### src/rtl/estacionamiento_pkg.sv
// Shared definitions for the parking-lot entry/exit FSM and the
// occupancy counter that consumes its pulses.
package estacionamiento_pkg;

    typedef enum logic [1:0] {
        S_VACIO   = 2'd0,
        S_PARCIAL = 2'd1,
        S_LLENO   = 2'd2
    } estado_t;

    // 2-bit sensor codes {barrier A, barrier B} seen by the entry/exit FSM
    localparam logic [1:0] SENSOR_NINGUNO = 2'b00;
    localparam logic [1:0] SENSOR_A       = 2'b10;
    localparam logic [1:0] SENSOR_B       = 2'b01;
    localparam logic [1:0] SENSOR_AMBOS   = 2'b11;

endpackage

### src/rtl/contador_ocupacion_if.sv
// Event inputs and occupancy outputs of the parking occupancy counter.
interface contador_ocupacion_if #(
    parameter int ANCHO = 7
);
    logic             entrada;
    logic             salida;
    logic             clr_error;
    logic [ANCHO-1:0] ocupados;
    logic [ANCHO-1:0] libres;
    logic [3:0]       bcd_dec;
    logic [3:0]       bcd_uni;
    logic             vacio;
    logic             lleno;
    logic             error;

    modport master (
        output entrada, salida, clr_error,
        input  ocupados, libres, bcd_dec, bcd_uni,
        input  vacio, lleno, error
    );

    modport slave (
        input  entrada, salida, clr_error,
        output ocupados, libres, bcd_dec, bcd_uni,
        output vacio, lleno, error
    );
endinterface

### src/rtl/bcd_digito.sv
// One registered up/down BCD digit; carry/borrow feed the next digit
// in the same cycle the digit wraps.
module bcd_digito (
    input  logic       clk,
    input  logic       rst,
    input  logic       inc,
    input  logic       dec,
    output logic [3:0] digito,
    output logic       carry,
    output logic       borrow
);
    logic [3:0] digito_q;
    logic [3:0] digito_d;

    always_comb begin
        digito_d = digito_q;
        if (inc) begin
            digito_d = (digito_q == 4'd9) ? 4'd0 : digito_q + 4'd1;
        end else if (dec) begin
            digito_d = (digito_q == 4'd0) ? 4'd9 : digito_q - 4'd1;
        end
    end

    always_ff @(posedge clk) begin
        if (rst) begin
            digito_q <= 4'd0;
        end else begin
            digito_q <= digito_d;
        end
    end

    assign carry  = inc && (digito_q == 4'd9);
    assign borrow = dec && !inc && (digito_q == 4'd0);
    assign digito = digito_q;
endmodule

### src/rtl/contador_ocupacion.sv
// Parking occupancy counter: FSM, binary count/free registers, sticky
// error flag and a two-digit BCD mirror of the count.
module contador_ocupacion
    import estacionamiento_pkg::*;
#(
    parameter int CAPACIDAD = 20,
    parameter int ANCHO     = 7
) (
    input  logic                 clk,
    input  logic                 rst,
    contador_ocupacion_if.slave  bus
);
    localparam logic [ANCHO-1:0] UNO = ANCHO'(1);
    localparam logic [ANCHO-1:0] CAP = ANCHO'(CAPACIDAD);

    estado_t          estado_q, estado_d;
    logic [ANCHO-1:0] ocupados_q;
    logic [ANCHO-1:0] libres_q;
    logic             vacio_q;
    logic             lleno_q;
    logic             error_q;

    logic solo_ent, solo_sal;
    logic inc_ev, dec_ev, err_ev;

    // simultaneous entrada/salida cancel out in every state
    assign solo_ent = bus.entrada && !bus.salida;
    assign solo_sal = bus.salida && !bus.entrada;
    assign inc_ev   = solo_ent && (estado_q != S_LLENO);
    assign dec_ev   = solo_sal && (estado_q != S_VACIO);
    assign err_ev   = (solo_ent && (estado_q == S_LLENO))
                   || (solo_sal && (estado_q == S_VACIO));

    always_comb begin
        estado_d = estado_q;
        unique case (estado_q)
            S_VACIO: begin
                if (inc_ev) begin
                    estado_d = (CAPACIDAD == 1) ? S_LLENO : S_PARCIAL;
                end
            end
            S_PARCIAL: begin
                if (inc_ev && (ocupados_q + UNO == CAP)) begin
                    estado_d = S_LLENO;
                end else if (dec_ev && (ocupados_q == UNO)) begin
                    estado_d = S_VACIO;
                end
            end
            S_LLENO: begin
                if (dec_ev) begin
                    estado_d = (CAPACIDAD == 1) ? S_VACIO : S_PARCIAL;
                end
            end
            default: estado_d = S_VACIO;
        endcase
    end

    always_ff @(posedge clk) begin
        if (rst) begin
            estado_q   <= S_VACIO;
            ocupados_q <= '0;
            libres_q   <= CAP;
            vacio_q    <= 1'b1;
            lleno_q    <= 1'b0;
            error_q    <= 1'b0;
        end else begin
            estado_q <= estado_d;
            vacio_q  <= (estado_d == S_VACIO);
            lleno_q  <= (estado_d == S_LLENO);
            if (inc_ev) begin
                ocupados_q <= ocupados_q + UNO;
                libres_q   <= libres_q - UNO;
            end else if (dec_ev) begin
                ocupados_q <= ocupados_q - UNO;
                libres_q   <= libres_q + UNO;
            end
            // a new illegal event wins over a same-cycle clear
            error_q <= (error_q && !bus.clr_error) || err_ev;
        end
    end

    logic carry_uni, borrow_uni;
    logic unused_carry_dec, unused_borrow_dec;

    bcd_digito u_uni (
        .clk    (clk),
        .rst    (rst),
        .inc    (inc_ev),
        .dec    (dec_ev),
        .digito (bus.bcd_uni),
        .carry  (carry_uni),
        .borrow (borrow_uni)
    );

    bcd_digito u_dec (
        .clk    (clk),
        .rst    (rst),
        .inc    (carry_uni),
        .dec    (borrow_uni),
        .digito (bus.bcd_dec),
        .carry  (unused_carry_dec),
        .borrow (unused_borrow_dec)
    );

    assign bus.ocupados = ocupados_q;
    assign bus.libres   = libres_q;
    assign bus.vacio    = vacio_q;
    assign bus.lleno    = lleno_q;
    assign bus.error    = error_q;
endmodule
### src/flat_wrapper.sv
// flat-port wrapper written by rule: the top's interface ports become plain ports
module contador_ocupacion_flat import estacionamiento_pkg::*;
#(
    parameter int CAPACIDAD = 20,
    parameter int ANCHO     = 7
)
  (clk, rst, bus_entrada, bus_salida, bus_clr_error, bus_ocupados, bus_libres, bus_bcd_dec, bus_bcd_uni, bus_vacio, bus_lleno, bus_error);
  contador_ocupacion_if #(.ANCHO(ANCHO)) bus_i ();
  input  logic clk;
  input  logic rst;
  input wire logic [$bits(bus_i.entrada)-1:0] bus_entrada;
  input wire logic [$bits(bus_i.salida)-1:0] bus_salida;
  input wire logic [$bits(bus_i.clr_error)-1:0] bus_clr_error;
  output wire logic [$bits(bus_i.ocupados)-1:0] bus_ocupados;
  output wire logic [$bits(bus_i.libres)-1:0] bus_libres;
  output wire logic [$bits(bus_i.bcd_dec)-1:0] bus_bcd_dec;
  output wire logic [$bits(bus_i.bcd_uni)-1:0] bus_bcd_uni;
  output wire logic [$bits(bus_i.vacio)-1:0] bus_vacio;
  output wire logic [$bits(bus_i.lleno)-1:0] bus_lleno;
  output wire logic [$bits(bus_i.error)-1:0] bus_error;
  assign bus_i.entrada = bus_entrada;
  assign bus_i.salida = bus_salida;
  assign bus_i.clr_error = bus_clr_error;
  assign bus_ocupados = bus_i.ocupados;
  assign bus_libres = bus_i.libres;
  assign bus_bcd_dec = bus_i.bcd_dec;
  assign bus_bcd_uni = bus_i.bcd_uni;
  assign bus_vacio = bus_i.vacio;
  assign bus_lleno = bus_i.lleno;
  assign bus_error = bus_i.error;
  contador_ocupacion #(.CAPACIDAD(CAPACIDAD), .ANCHO(ANCHO)) u_core (.clk(clk), .rst(rst), .bus(bus_i));
endmodule
### config.mk
export PLATFORM = sky130hd
export DESIGN_NAME = contador_ocupacion_flat
export DESIGN_NICKNAME = d
export VERILOG_FILES = /design/src/rtl/estacionamiento_pkg.sv /design/src/rtl/contador_ocupacion_if.sv /design/src/rtl/bcd_digito.sv /design/src/rtl/contador_ocupacion.sv /design/src/flat_wrapper.sv
export SDC_FILE = /design/constraint.sdc
export NUM_CORES = 1
export LEC_CHECK = 0
export ABC_CLOCK_PERIOD_IN_PS = 6200
export BUFFER_PORTS_ARGS = -buffer_cell sky130_fd_sc_hd__buf_4
export CAP_MARGIN = 5
export CORE_UTILIZATION = 60
export CTS_CLUSTER_DIAMETER = 30
export CTS_CLUSTER_SIZE = 16
export DETAILED_ROUTE_END_ITERATION = 16
export PLACE_DENSITY = 0.84
export SLEW_MARGIN = 0
export SYNTH_ARGS = -nofsm -noshare
export SYNTH_HDL_FRONTEND = slang
export SYNTH_SLANG_ARGS = --single-unit
### constraint.sdc
create_clock -name clk -period 6.2 [get_ports clk]
set_input_delay 0.62 -clock clk [delete_from_list [all_inputs] [get_ports clk]]
set_output_delay 0.62 -clock clk [all_outputs]
set_load 0.005 [all_outputs]
Yosys cells after proc, flatten, opt, wreduce, memory -nomap -nowiden
Cells that the tools add are included.

ROM bits: 0. Input port bits: 5. Latch bits: 0. Bits in registers: 27. RAM bits: 0. Output and inout port bits: 25. Logic and storage cells: 66. Memories: 0.

Mux-type cells: 17. $add $sub $neg: 8. Eq/ne operators: 8. $lt $le $gt $ge: 0. Bitwise operators: 0. Multipliers: 0. Shift-type cells: 0. Div/mod/pow operators: 0. Reductions and logical operators: 25.

Operators with widths (count): 4-bit 2-to-1 mux (8); 7-bit 2-to-1 mux (4); 7-bit by 1-bit adder with 7-bit output (second input constant) (2); 7-bit by 1-bit subtractor with 7-bit output (second input constant) (2); 1-bit logical AND (12); 4-bit by 1-bit adder with 4-bit output (second input constant) (2); 4-bit == test (second input constant) (2); 4-bit logical NOT (2); 2-bit 2-to-1 mux (4); 4-bit by 1-bit subtractor with 4-bit output (second input constant) (2); 7-bit by 1-bit == test with 1-bit output (second input constant) (1); 7-bit by 5-bit == test with 1-bit output (second input constant) (1); 2-bit case mux with 3 select lines (1); 2-bit nonzero test (3); 2-bit == test (second input constant) (2); 1-bit logical NOT (4); 2-bit logical NOT (2); 2-bit by 1-bit == test with 1-bit output (second input constant) (1); 1-bit logical OR (2); 2-bit inequality test (second input constant) (1).

Depth between registers and ports, before layout
Gate-level depths: netlist of run 1.

Depth in word-level cells: 8. Mapped depth: 10. Gate-level depth less buffers: 9.

Cells and area by module
Synthesis of run 1 repeated with hierarchy kept, for this count alone.

Cell total of the unflattened synthesis: 228. Area total of the unflattened synthesis: 1898.1 sq um.

Modules (own cells, without submodules): contador_ocupacion (cells each 152, area an instance 1290.0 sq um, instances 1, seq. area each 380.4 sq um); bcd_digito (cells each 38, area an instance 304.0 sq um, instances 2, seq. area each 80.1 sq um).

Least setup slack after synthesis of run 1
Ideal clock, no wire load.

Path kind: input-to-reg. Start point: input bus_entrada. End point: register u_core.libres_q[5] (netlist: u_core.bus.libres[5]). Data required time: 6.078 ns. Setup time: 0.122 ns. Cell stages on the path: 10. Path buffers: 1. Setup slack: 3.909 ns. Data arrival time: 2.169 ns. Cell sequence: nor2b_1 > buf_2 > nand2_2 > inv_4 > ha_1 > a211oi_1 > o21bai_1 > a21oi_1 > nor4_1 > a221o_1.

Word-level cells in the longest chain between the ends: 4. Elaborated cells on any way between the ends: 7. Those cells by class: mux: 1; reduce/logical: 6.

RTL lines: start, declared (RTL line flat_wrapper.sv:11) `input wire logic [$bits(bus_i.entrada)-1:0] bus_entrada;`; 1-bit logical NOT (RTL line contador_ocupacion.sv:28) `assign solo_sal = bus.salida && !bus.entrada;`; 1-bit logical AND (RTL line contador_ocupacion.sv:28); 1-bit logical AND (RTL line contador_ocupacion.sv:30) `assign dec_ev = solo_sal && (estado_q != S_VACIO);`; 2-bit nonzero test (no source line); end signal, assigned (RTL line contador_ocupacion.sv:72) `libres_q <= libres_q - UNO;`; end signal, assigned (RTL line contador_ocupacion.sv:75) `libres_q <= libres_q + UNO;`; end, declared (RTL line contador_ocupacion.sv:18) `logic [ANCHO-1:0] libres_q;`.

Parallel ways exist; a longest one is shown, timed or not. A chain may end at the register's enable or synchronous reset.

Final worst setup path of run 1
Start point: input bus_salida. End point: register u_core.libres_q[5] (netlist: u_core.bus.libres[5]).

Word-level cells in the longest chain between the ends: 4. Elaborated cells on any way between the ends: 7. Those cells by class: mux: 1; reduce/logical: 6.

RTL lines: start, declared (RTL line flat_wrapper.sv:12) `input wire logic [$bits(bus_i.salida)-1:0] bus_salida;`; 1-bit logical NOT (RTL line contador_ocupacion.sv:27) `assign solo_ent = bus.entrada && !bus.salida;`; 1-bit logical AND (RTL line contador_ocupacion.sv:27); 1-bit logical AND (RTL line contador_ocupacion.sv:29) `assign inc_ev = solo_ent && (estado_q != S_LLENO);`; 7-bit 2-to-1 mux / 2-bit nonzero test (equally long branches).

Parallel ways exist; a longest one is shown, timed or not.

==> metrics.yaml, run 1 <==
clock_network:
  hold_buffers: 0
  post_cts_buffers: 0
  clock_sinks: 27
  cts_made_buffers: 3
  post_cts_resized: 0
  clock_latency_ps: 330
  clk_pin_slew_ps: 150
  cts_root_buffer: "clkbuf_4"
  cts_buffer_depth: 2
  cts_tree: "yes"
  ctsHtreeMaxLevel: 1
floorplanning:
  die_w_um: 57.2
  die_h_um: 57.2
  core.rowCount: 19
  ios: 30
  core-area_mm2: 0.00283
  die_area_mm2: 0.00328
  initial_core_util: 0.647
sta:
  clock.fmax_mhz: 371
  max_slew_margin: 0.506
  final-hold-violation-count: 0
  finalSetupViolations: 0
  rsz0062_at_grt: "false"
  slew_violations: 0
  setup_tns_ps: 0
  period_share: 0.435
  fin_skew_ps: 4.59
  period_minus_slack_ps: 2700
  worst_pin_slew_ps: 740
  finalWorstSetupSlack_ps: 3500
pwr:
  p_leak_nw: 0.835
  fin_total_pwr_mw: 0.388
  power-per-cell-area_mw_per_mm2: 191
  irDropWorstVdd_v: 0.000168
synthesis:
  synth_fp_nets: 231
  yosys_warnings: 0
  yosysSeqAreaShare: 0.295
  synth_edf_count: 0
  synth_largest_area_cell: "dfxtp_1"
  synth_top_cell_area_share: 0.295
  synth.cell_area_mm2: 0.00183
  synth.distinct_cells: 62
  netlist_top_cells_area: "dfxtp_1 30%, ha_1 6.2%, xnor2_1 4.8%"
  synth_seq_cells: 27
  synth_ff_type: "dfxtp_1"
  synth_cells: 216
  synthArstFlopShare: 0
  avgSynthCellArea_um2: 8.47
detailed_routing:
  ant_nets: 0
  vias_per_cell: 6.38
  num_vias: 1690
  drcViolationCount: 1
  drt_wl_total_um: 3980
  drt_first_pass_iters: 10
  post_drt_wl_per_cell_um: 15.0
  first_iter_violations: 112
worst_setup_path:
  worst_setup_path_end_kind: "register"
  crit_slowest_cell: "nor2b_1"
  cp_slowest_stage_delay_ps: 580
  required_ps: 6440
  startpoint_type: "primary input"
  path_class: "primary input to register"
  worstPathArrival_ps: 2940
  cp_cell_sequence: "buf_4 > nor2b_1 > nand2_2 > inv_4 > ha_1 > a211oi_1 > o21bai_1 > a21oi_1 > nor4_1 > a221o_1"
  r2r_cells: 9
  timing.critical_path.fanout_max: 13
place:
  hpwl_um: 2910
  place_ws_ps: 3180
  gp_congestion: 0.897
  port_buffers: 29
  place_area_mm2: 0.00201
job:
  maxCapViolCount: 0
hold_path:
  hp-class: "register to register"
  min_path_cells: 1
final_layout:
  drive_gt1_frac: 0.197
  area_growth_pct: 11.1
  final_area_mm2: 0.00203
  n_antenna_cell: 0
  final_nets: 250
outcome:
  status: "complete, but fails checks"
  violations: "design-rule violations"
global_routing:
  grt_use_total: 0.259
  overflow: 0
  grt_pass1_vias: 1656
  grt_antenna_before_repair: 0
  grt_max_degree: 31
  grt_first_pass_wirelength_um: 6900
[report_power, final]
part           internal (mW)  leakage (nW)  switching [mW]
clock                 0.0243        0.0177          0.0541
combinational         0.0526         0.597          0.0528
sequential             0.186         0.220          0.0190
[sequential cells by signal, summed over array words and instances (netlist names)]
register and flops:
u_core.bus.error 1, u_core.bus.libres 7, u_core.bus.lleno 1, u_core.bus.ocupados 7, u_core.bus.vacio 1, u_core.estado_q 2, u_core.u_dec.digito 4, u_core.u_uni.digito 4
[cells in the mapped netlist, drive strengths merged (3+ instances only)]
| library cell | n |
|---|---|
| a211o | 3 |
| a211oi | 5 |
| a21o | 3 |
| a21oi | 11 |
| buf | 8 |
| clkbuf | 7 |
| dfxtp | 27 |
| ha | 9 |
| inv | 8 |
| mux2i | 3 |
| nand2 | 8 |
| nand3 | 12 |
| nand4 | 6 |
| nor2 | 21 |
| nor2b | 6 |
| nor3 | 7 |
| nor3b | 4 |
| nor4 | 4 |
| o21ai | 8 |
| o22ai | 4 |
| or2 | 3 |
| or3 | 4 |
| xnor2 | 10 |
[layout make-up]
type	count	area [um2]
clock buffer	3	22.5
clock inverter	1	5.00
fill	223	796
inverter	8	32.5
multi-input combinational	166	1180
sequential	27	541
tap	31	38.8
timing repair buffer	29	218
[layer usage]
layer | share of wire | GRT usage
met3 | 0.031 | 0.0272
met5 | 0 | 0
met1 | 0.45 | 0.320
met2 | 0.51 | 0.455
met4 | 0.013 | 0.118
[final timing paths]
kind,from,endpoint,slack (ps)
max,bus_salida,u_core.bus.libres[5],3500
min,u_core.bus.libres[4],u_core.bus.libres[4],530
max reg2reg,u_core.estado_q[1],u_core.bus.libres[5],3650
min reg2reg,u_core.bus.libres[4],u_core.bus.libres[4],530
[metrics by stage]
| step | hold slack (ps) | cells | util |
|---|---|---|---|
| after floorplan | 479 | 216 | - |
| after global placement | 469 | 261 | 0.709 |
| after detailed placement | 496 | 261 | 0.709 |
| after CTS | 533 | 265 | 0.719 |
| after global routing | 548 | 265 | 0.719 |
| final | 527 | 265 | 0.719 |
[cells by family (layout without fill, tap and decap cells)]
group                    count (synthesis)  in the layout  synth area share
buffers and inverters                   23             41            0.0622
adder cells (fa/ha/maj)                 10             10            0.0725
XOR/XNOR                                12             12            0.0574
flip-flops                              27             27             0.295
AND/OR/NAND/NOR                         86             86             0.271
AO/OA/AOI/OAI                           54             54             0.219
multiplexers                             4              4            0.0226
[cell usage in the layout (no fill, tap or decap), types with 7 or more instances in the layout]
cell type  netlist  routed
nand2_1          7       7
ha_1             9       9
inv_1            7       7
a21oi_1         11      11
dfxtp_1         27      27
nand3_1         11      11
nor3_1           7       7
buf_4            1      29
nor2_1          21      21
xnor2_1         10      10
o21ai_0          7       7
[critical path: cells and delay by family]
| kind | cells | cell delay (ps) |
|---|---|---|
| AO/OA/AOI/OAI | 4 | 860 |
| adder cells (fa/ha/maj) | 1 | 270 |
| buffers and inverters | 2 | 320 |
| AND/OR/NAND/NOR | 3 | 870 |
Note: power is estimated with default switching activity, not from simulation.
==> run 2, diff against run 1 <==
ABC_CLOCK_PERIOD_IN_PS = 2200   (was 6200)
CORE_UTILIZATION = 51   (was 60)
PLACE_DENSITY = 0.76   (was 0.84)
clock period = 2.2 ns   (was 6.2 ns; I/O delays follow)
==> metrics.yaml, run 2 (synthesis gave the netlist of run 1 again) <==
final_layout:
  final_cell_mix: "39 x buf_4, 26 x dfxtp_1, 21 x nor2_1"
  drive_gt1_frac: 0.270  # +0.0739
  area_growth_pct: 20.7
  n_antenna_cell: 0  # unchanged
  final_nets: 260  # +4.0%
  nFillCells: 283  # +27%
  layout_commonest_cell: "buf_4"
worst_setup_path:
  worst_setup_path_end_kind: "register"
  path_class: "register to register"
  startpoint_type: "register"
  worstPathArrival_ps: 2350  # -590 ps
  required_ps: 2450  # -3990 ps
  timing.critical_path.fanout_max: 6  # -7
sta:
  rsz0062_at_grt: "false"
  clock.fmax_mhz: 477
  finalSetupViolations: 0  # unchanged
  period_share: 0.954
  period_minus_slack_ps: 2100
  final-hold-violation-count: 0  # unchanged
  fin_skew_ps: 5.97  # +1.38 ps
  slew_violations: 0  # unchanged
  worst_pin_slew_ps: 626  # -114 ps
  setup_tns_ps: 0  # unchanged
  max_slew_margin: 0.583  # +0.0771
global_routing:
  grt_first_pass_wirelength_um: 6430  # -6.8%
  grt_pass1_vias: 1362  # -18%
  overflow: 0  # unchanged
  grt_antenna_before_repair: 0  # unchanged
  grt_use_total: 0.223  # -0.0364
  grt_max_degree: 31  # unchanged
pwr:
  seqPwrFrac: 0.501  # -0.026
  p_int_mw: 0.769  # +190%
  p_leak_nw: 0.900  # +7.8%
  p_sw_mw: 0.375  # +200%
  irDropWorstVdd_v: 0.000309  # +84%
  power-per-cell-area_mw_per_mm2: 518  # +170%
  fin_total_pwr_mw: 1.14  # +190%
  pwr-share-clk: 0.201  # about the same
  switching_share: 0.328  # +0.00350
  combPwrFrac: 0.298  # +0.027
floorplanning:
  core.rowCount: 21  # +2
  core-area_mm2: 0.00339  # +20%
  initial_core_util: 0.540  # -0.107
  die_w_um: 61.9  # +8.2%
  die_area_mm2: 0.00383  # +17%
  ios: 30  # unchanged
  die_h_um: 61.9  # +8.2%
clock_network:
  clock_latency_ps: 340  # about the same
  cts_buffer_depth: 2  # unchanged
  cts_root_buffer: "clkbuf_4"
  cts_made_buffers: 3  # unchanged
  clk_pin_slew_ps: 160  # about the same
  cts_tree: "yes"
  ctsHtreeMaxLevel: 1  # unchanged
  clock_sinks: 27  # unchanged
detailed_routing:
  drt_first_pass_iters: 4  # -6
  vias_per_cell: 5.79  # -9.2%
  drcViolationCount: 0  # -1
  ant_nets: 0  # unchanged
  first_iter_violations: 65  # -42%
  num_vias: 1679  # -0.65%
  post_drt_wl_per_cell_um: 14.1  # -6.4%
  drt_wl_total_um: 4080  # +2.4%
hold_path:
  hp-class: "primary input to register"
outcome:
  status: "complete, no violations"
place:
  port_buffers: 29  # unchanged
  gp_congestion: 0.822  # -8.4%
  hpwl_um: 2750  # -5.5%
job:
  maxCapViolCount: 0  # unchanged
==> run 2: cell count changes in the layout (fill, tap and decap cells not counted), sizes merged <==
| cell | delta |
|---|---|
| buf | +10 |
==> run 2: layout make-up <==
type	count	area (um2)	share of cell area
Tap cell	46	57.6	0.0260
Inverter	8	32.5	0.0147
Timing Repair Buffer	39	293	0.133
Multi-Input combinational cell	166	1260	0.569
Clock buffer	3	22.5	0.0102
Clock inverter	1	5.00	0.00227
Sequential cell	27	542	0.245
==> run 2: final timing paths <==
path | startpoint | to | slack [ps] | cells past startpoint
max reg2reg | u_core.estado_q[1] | u_core.bus.libres[5] | 100 | 9
min reg2reg | u_core.bus.error | u_core.bus.error | 520 | 2
min | bus_clr_error | u_core.bus.error | 170 | 4
max | u_core.estado_q[1] | u_core.bus.libres[5] | 100 | 9
==> run 2: worst max-delay path: stages, from the launching register on <==
cell and delay (ps):
dfxtp_2 360, or2b_4 280, nand2_4 100, inv_4 70, ha_1 290, a211oi_1 260
o21bai_1 120, a21oi_1 200, nor4_1 60, a221o_1 270
==> run 2: repair_timing <==
item,4_1_cts,5_1_grt
hold buffers,0,0
endpoints found under the setup margin,0,2
resized for setup,0,14
setup buffers,0,2
==> run 2: routing by layer <==
metal,up-vias,GRT usage,wire [um]
li1,855,-,-
met1,785,0.319,2010
met2,32,0.336,1860
met3,7,0.0373,138
met4,0,0.0825,63
met5,-,0,0
==> run 2: metrics by stage <==
step | area, um2 | utilization | worst slack, ps | cells | hold WS (ps)
finish | 2210 | 0.652 | 102 | 290 | 170
global route | 2210 | 0.652 | 1.28 | 290 | 191
CTS | 2110 | 0.623 | 28.6 | 288 | 184
detailed placement | 2080 | 0.615 | 67.6 | 284 | 492
global placement | 2080 | 0.615 | 129 | 284 | 474
floorplan | 1830 | - | 12.7 | 216 | 401
==> run 2: power groups by stage <==
| stage | combinational [mW] | sequential, mW | clock (mW) |
|---|---|---|---|
| 2_1_floorplan | 0.224 | 0.567 | 0 |
| 3_3_place_gp | 0.306 | 0.580 | 0 |
| 3_5_place_dp | 0.311 | 0.580 | 0 |
| 4_1_cts | 0.314 | 0.569 | 0.234 |
| 5_1_grt | 0.380 | 0.580 | 0.259 |
| 6_report | 0.341 | 0.573 | 0.230 |
